File: config.mk
export PLATFORM = sky130hd
export DESIGN_NAME = approx_mult_seq
export DESIGN_NICKNAME = d
export VERILOG_FILES = /design/src/rtl/approx_pkg.sv /design/src/rtl/ApproxMult.sv /design/src/rtl/approx_mult_seq.sv
export SDC_FILE = /design/constraint.sdc
export NUM_CORES = 1
export LEC_CHECK = 0
export CORE_AREA = 2 2 83 145
export DETAILED_ROUTE_END_ITERATION = 8
export DIE_AREA = 0 0 85 147
export DONT_BUFFER_PORTS = 1
export GPL_TIMING_DRIVEN = 1
export PLACE_DENSITY_LB_ADDON = 0.08
export SYNTH_ARGS = -nofsm -noshare
export SYNTH_HDL_FRONTEND = slang
export SYNTH_SLANG_ARGS = --single-unit
export TNS_END_PERCENT = 50
File: constraint.sdc
create_clock -name clk -period 16.3 [get_ports clk]
set_input_delay 3.26 -clock clk [delete_from_list [all_inputs] [get_ports clk]]
set_output_delay 3.26 -clock clk [all_outputs]
set_load 0.01 [all_outputs]
File: src/rtl/approx_pkg.sv
// Shared types and helpers for the folded approximate multiplier.
package approx_pkg;

    // Sequencer states: waiting for operands, folding partial products, holding the result.
    typedef enum logic [1:0] {
        IDLE = 2'd0,
        CALC = 2'd1,
        DONE = 2'd2
    } state_t;

    // Which of the four half-width partial products is being accumulated.
    typedef logic [1:0] phase_t;

    // Left shift applied to the core product in a given phase, for operand width n.
    // Phase 0 is low*low, phases 1 and 2 are the cross terms, phase 3 is high*high.
    function automatic int phase_shift(input int n, input phase_t phase);
        int shift;
        shift = 0;
        case (phase)
            2'd0:       shift = 0;
            2'd1, 2'd2: shift = n / 2;
            default:    shift = n;
        endcase
        return shift;
    endfunction

endpackage

File: src/rtl/ApproxMult.sv
// Recursive approximate multiplier: an n x n product is built from four
// n/2 x n/2 products; the 2x2 leaf returns 7 instead of 9 for 3*3 so that
// every leaf result fits in three bits.
module ApproxMult #(
    parameter int n = 4
) (
    input  logic [n-1:0]   a,
    input  logic [n-1:0]   b,
    output logic [2*n-1:0] p
);

    if (n == 2) begin : g_leaf
        // The 2x2 leaf drops the carry out of bit 1, which is where 3*3 becomes 7.
        assign p = {1'b0, a[1] & b[1], (a[1] & b[0]) | (a[0] & b[1]), a[0] & b[0]};
    end else begin : g_split
        localparam int H = n / 2;

        logic [n-1:0] p_ll;
        logic [n-1:0] p_hl;
        logic [n-1:0] p_lh;
        logic [n-1:0] p_hh;

        ApproxMult #(.n(H)) u_ll (.a(a[H-1:0]), .b(b[H-1:0]), .p(p_ll));
        ApproxMult #(.n(H)) u_hl (.a(a[n-1:H]), .b(b[H-1:0]), .p(p_hl));
        ApproxMult #(.n(H)) u_lh (.a(a[H-1:0]), .b(b[n-1:H]), .p(p_lh));
        ApproxMult #(.n(H)) u_hh (.a(a[n-1:H]), .b(b[n-1:H]), .p(p_hh));

        // Recombine the four partial products at their binary weights.
        assign p = {{n{1'b0}}, p_ll}
                 + {{H{1'b0}}, p_hl, {H{1'b0}}}
                 + {{H{1'b0}}, p_lh, {H{1'b0}}}
                 + {p_hh, {n{1'b0}}};
    end

endmodule

File: src/rtl/approx_mult_seq.sv
// Folded approximate multiplier: one half-width ApproxMult core is reused over
// four cycles, giving the same product as a full-width combinational ApproxMult.
// N must be a power of two and at least 4 so the core is at least 2 bits wide.
module approx_mult_seq
    import approx_pkg::*;
#(
    parameter int N = 16
) (
    input  logic           clk,
    input  logic           rst,
    input  logic           in_valid,
    output logic           in_ready,
    input  logic [N-1:0]   a,
    input  logic [N-1:0]   b,
    output logic           out_valid,
    input  logic           out_ready,
    output logic [2*N-1:0] result
);

    localparam int H = N / 2;

    state_t         state_q;
    state_t         state_d;
    phase_t         phase_q;
    phase_t         phase_d;
    logic [N-1:0]   a_q;
    logic [N-1:0]   a_d;
    logic [N-1:0]   b_q;
    logic [N-1:0]   b_d;
    logic [2*N-1:0] acc_q;
    logic [2*N-1:0] acc_d;

    logic [H-1:0]   core_a;
    logic [H-1:0]   core_b;
    logic [N-1:0]   core_p;
    logic [2*N-1:0] core_shifted;

    // Pick the operand halves for this phase: bit 0 selects A's half, bit 1 selects B's.
    always_comb begin
        core_a = phase_q[0] ? a_q[N-1:H] : a_q[H-1:0];
        core_b = phase_q[1] ? b_q[N-1:H] : b_q[H-1:0];
    end

    ApproxMult #(.n(H)) u_core (
        .a (core_a),
        .b (core_b),
        .p (core_p)
    );

    assign core_shifted = {{N{1'b0}}, core_p} << phase_shift(N, phase_q);

    // Handshake flags come only from registered state; in_ready is also held low during reset.
    assign in_ready  = (state_q == IDLE) && !rst;
    assign out_valid = (state_q == DONE);
    assign result    = acc_q;

    // Next-state logic: accept in IDLE, fold one partial product per CALC cycle, wait for the consumer in DONE.
    always_comb begin
        state_d = state_q;
        phase_d = phase_q;
        a_d     = a_q;
        b_d     = b_q;
        acc_d   = acc_q;
        case (state_q)
            IDLE: begin
                if (in_valid) begin
                    a_d     = a;
                    b_d     = b;
                    acc_d   = '0;
                    phase_d = 2'd0;
                    state_d = CALC;
                end
            end
            CALC: begin
                acc_d   = acc_q + core_shifted;
                phase_d = phase_q + 2'd1;
                if (phase_q == 2'd3) begin
                    state_d = DONE;
                end
            end
            DONE: begin
                if (out_ready) begin
                    state_d = IDLE;
                end
            end
            default: begin
                state_d = IDLE;
            end
        endcase
    end

    // State registers; reset aborts any operation in flight and clears the pending result.
    always_ff @(posedge clk or posedge rst) begin
        if (rst) begin
            state_q <= IDLE;
            phase_q <= 2'd0;
            a_q     <= '0;
            b_q     <= '0;
            acc_q   <= '0;
        end else begin
            state_q <= state_d;
            phase_q <= phase_d;
            a_q     <= a_d;
            b_q     <= b_d;
            acc_q   <= acc_d;
        end
    end

endmodule

==> results.md <==
Synth:
- The number of warnings reported in the yosys synthesis log is 0.
- The post-synthesis cell type count is 68.
- The primary flip-flop cell chosen by synthesis mapping is sky130_fd_sc_hd__dfrtp_1.
- In this run the cell area of the synthesized design comes to 6520 um2.
- The count of state elements after synthesis is 68.
- The post-synthesis instance total is 779.
- In this run, synthesis inferred 0 flip-flops with an integrated enable.
- The number of nets handed over by synthesis was 905.
- The share of the Yosys chip area taken by registers is 26.1%.
- Counting flops with an async set or reset pin after synthesis yields a share of 100%.
- The mean cell area of the mapped netlist is 8.37 um2.

GRT:
- The global-route total usage across every layer is 29.8%.
- The wire length of the first global-routing pass is 29300 um.
- Summed over all layers, the global routing overflow is 0.
- The pin count of the biggest net entering global routing is 69.
- The via count of the first global-routing pass is 5854.
- The number of antenna violations at the first check in global routing was 0.

Worst setup path:
- The startpoint type of the worst setup path is a flip-flop.
- The critical path contains buffers and inverters numbering 3 combined.
- The highest cell delay on the worst timing path is 0.80 ns.
- Along the worst path, the maximum fanout reaches 15.
- The type of the worst setup path is reg -> reg.
- The cell seen most often among critical-path stages is sky130_fd_sc_hd__fa_1.
- The worst-path cell with the longest stage delay is sky130_fd_sc_hd__dfrtp_1.
- The cell type group with the largest total delay on the critical path is adder cells.
- Data on the critical path arrives at its endpoint at 8.66 ns.
- The worst path required time is 16.53 ns.
- The sort of element at the end of the critical path is a flip-flop.

Routing:
- The highest routing layer actually used is met4.
- The pre-antenna-repair detailed-routing pass consisted of 5 iterations.
- In this run the remaining antenna-violating nets after routing total 0.
- The number of vias in the routed layout is 5625.
- The routed wire length is 17900 um.
- Using the TritonRoute via totals, the vias-per-cell ratio works out to 6.19.
- In the detailed route, the total length drawn on met2 is 9950 um.
- The met1 wire length is 6270 um.
- Summed over all nets, wire length on met3 after detailed routing comes to 594 um.
- For this block, the initial DRC count from the detailed router was 173.
- After detailed routing, the number of remaining DRC violations is 0.
- Dividing the detail-routed wire length by the instance count gives 19.7 um.

Place:
- In this run the cell area measured after placement is 6610 um2.
- During placement, the flow inserted port buffers numbering 0.
- Once placement completed, the tool counted placed cells totaling 893.
- At the end of routability-driven placement, the weighted congestion stood at 0.926.
- The HPWL after detailed placement is 14500 um.

Timing:
- The number of hold-slack violations in the final timing report was 0.
- Based on the critical path, the design can be clocked at up to 119 MHz.
- Measured against its own limit, the worst slew margin works out to 21.6%.
- The total setup violations reported at the end of the flow is 0.
- Adding up every negative setup slack in the final design gives 0 ns.
- The slew at the pin closest to its max-slew limit is 1.18 ns.
- The minimum clock period is 8.43 ns.
- The final clock period utilization by the worst path is 51.7%.
- The worst hold slack across all endpoints is 0.479 ns.
- On the final layout, the worst clock skew is 0.00941 ns.
- The number of pins with negative max-slew slack in the final report was 0.
- Setup repair after global routing left no endpoint under its margin.

CTS:
- The number of buffers inserted for hold repair after clock tree synthesis is 0.
- The H-tree was split into 3 levels.
- The clock net in this run drives a total of 68 sinks.
- After clock tree synthesis, the clock-pin slew on the worst setup and hold paths is 0.06 ns.
- For the worst-skew pair, the clock arrives at the later sink with an insertion delay of 0.35 ns.
- Post-CTS timing repair inserted 0 buffers for setup.
- The cell chosen for the clock root is sky130_fd_sc_hd__clkbuf_16.
- The number of resized instances in the post-cts repair step is 0.
- The maximum clock insertion buffer count is 2.
- The clock tree from TritonCTS is built.
- The number of buffers created by CTS is 9.

Run:
- The tool flagged a number of max-cap violations equal to 0.

Floorplanning:
- Measured along the y axis, the die boundary spans 147 um.
- The die covers 12500 um2.
- After floorplanning, the core was sized to cover 11400 um2.
- The floorplan step set the die width to 85 um.
- The number of rows in the core area is 52.
- In this run the count of I/O pins placed on the die edge is 70.
- The initial utilization of the core area, before any placement, comes to 57.3%.

Cells and area:
- Leaving out fill and tap cells, the most frequent cells in the layout are 133 x sky130_fd_sc_hd__nand2_1, 71 x sky130_fd_sc_hd__ha_1, 68 x sky130_fd_sc_hd__dfrtp_1.
- Cells with a size suffix above 1 make up 7.49% of the layout.
- The layout has 1063 filler cells.
- With fillers left out, the area of the finished cells amounts to 6890 um2.
- The most common cell after layout, fill and taps aside is sky130_fd_sc_hd__nand2_1.
- The diode insertion count for antenna repair is 0.
- The synthesis-to-layout area growth is 5.62%.
- After the flow finishes, the layout carries non-filler instances totaling 909.
- In the final design database the tool counted 895 nets.

Run status:
- The run finished with clean final reports.

Worst hold path:
- In this run the worst hold path is classified as reg -> reg.
[registers in the layout, indices dropped and copies added (netlist names)]
signal / flops
b_q: 16
a_q: 16
result: 32
phase_q: 2
state_q: 2
[worst min-delay path: stages (launching register included)]
cell and delay (ns):
sky130_fd_sc_hd__dfrtp_1 0.34, sky130_fd_sc_hd__nand2_1 0.06, sky130_fd_sc_hd__nand2_1 0.06
[metal layers]
layer | up-vias | global-route usage (%)
met5 | - | 0
met4 | 0 | 17.9
met3 | 66 | 3.60
met2 | 156 | 55.7
met1 | 2703 | 30.7
li1 | 2700 | -
[synth_stat cells (3+ instances only)]
cell	number	area (um2)
sky130_fd_sc_hd__nand2_1	134	503
sky130_fd_sc_hd__ha_1	71	888
sky130_fd_sc_hd__dfrtp_1	68	1700
sky130_fd_sc_hd__o21ai_0	53	265
sky130_fd_sc_hd__a21oi_1	46	230
sky130_fd_sc_hd__inv_1	46	173
sky130_fd_sc_hd__nor2_1	37	139
sky130_fd_sc_hd__nand3_1	36	180
sky130_fd_sc_hd__xor2_1	23	201
sky130_fd_sc_hd__mux2i_1	21	210
sky130_fd_sc_hd__clkbuf_1	20	75.1
sky130_fd_sc_hd__xnor2_1	20	175
sky130_fd_sc_hd__a21o_1	19	143
sky130_fd_sc_hd__fa_1	19	380
sky130_fd_sc_hd__o22ai_1	19	119
sky130_fd_sc_hd__nor2b_1	14	87.6
sky130_fd_sc_hd__nand2b_1	13	81.3
sky130_fd_sc_hd__or2_2	12	75.1
sky130_fd_sc_hd__nor3_1	8	40.0
sky130_fd_sc_hd__o21bai_1	8	60.1
sky130_fd_sc_hd__mux2_2	7	78.8
sky130_fd_sc_hd__o21a_1	7	52.6
sky130_fd_sc_hd__a21boi_0	6	45.0
sky130_fd_sc_hd__and2_1	5	31.3
sky130_fd_sc_hd__a22o_1	4	35.0
sky130_fd_sc_hd__a31oi_1	4	25.0
sky130_fd_sc_hd__o21ai_1	4	20.0
sky130_fd_sc_hd__buf_6	3	33.8
sky130_fd_sc_hd__nand4_1	3	18.8
sky130_fd_sc_hd__nor3b_1	3	22.5
sky130_fd_sc_hd__o211ai_1	3	22.5
[area by class of cell]
type	count	area, um2	share of cell area [%]
tap	135	169	2.45
timing repair buffer	5	37.5	0.545
sequential	68	1700	24.7
inverter	46	173	2.51
clock inverter	7	51.3	0.745
clock buffer	9	225	3.27
multi-input combinational	639	4530	65.8
[stage by stage]
stage / worst slack [ns] / util, %
after floorplan: 8.56 / -
after global placement: 8.11 / 58.1
after detailed placement: 7.93 / 58.1
after CTS: 7.91 / 60.5
after global routing: 7.31 / 60.5
final: 7.87 / 60.5
[final timing paths]
check                      cells after the start                     end                    from  slack, ns
setup / recovery                              31  result[31]$_DFFE_PP0P_  phase_q[0]$_DFFE_PP0P_       7.87
hold / removal                                 2      b_q[7]$_DFFE_PP0P_      b_q[7]$_DFFE_PP0P_       0.48
setup reg to reg                              31  result[31]$_DFFE_PP0P_  phase_q[0]$_DFFE_PP0P_       7.87
hold reg to reg                                2      b_q[7]$_DFFE_PP0P_      b_q[7]$_DFFE_PP0P_       0.48
max in group asynchronous                      2     a_q[13]$_DFFE_PP0P_                     rst      12.65
min in group asynchronous                      2  result[18]$_DFFE_PP0P_                     rst       3.05
[cell families after synthesis]
logic type	after synthesis	share of synthesized area, %
compound gates	199	19.7
xor+xnor	43	5.78
fa+ha+maj	90	19.5
buf+inv	72	4.51
flops	68	26.1
mux	29	4.64
other cells	1	0.0575
simple gates	277	19.7
Power is left out: the tool's default activity adds up to more than one toggle a clock period on the data nets, which glitch-free logic cannot reach.
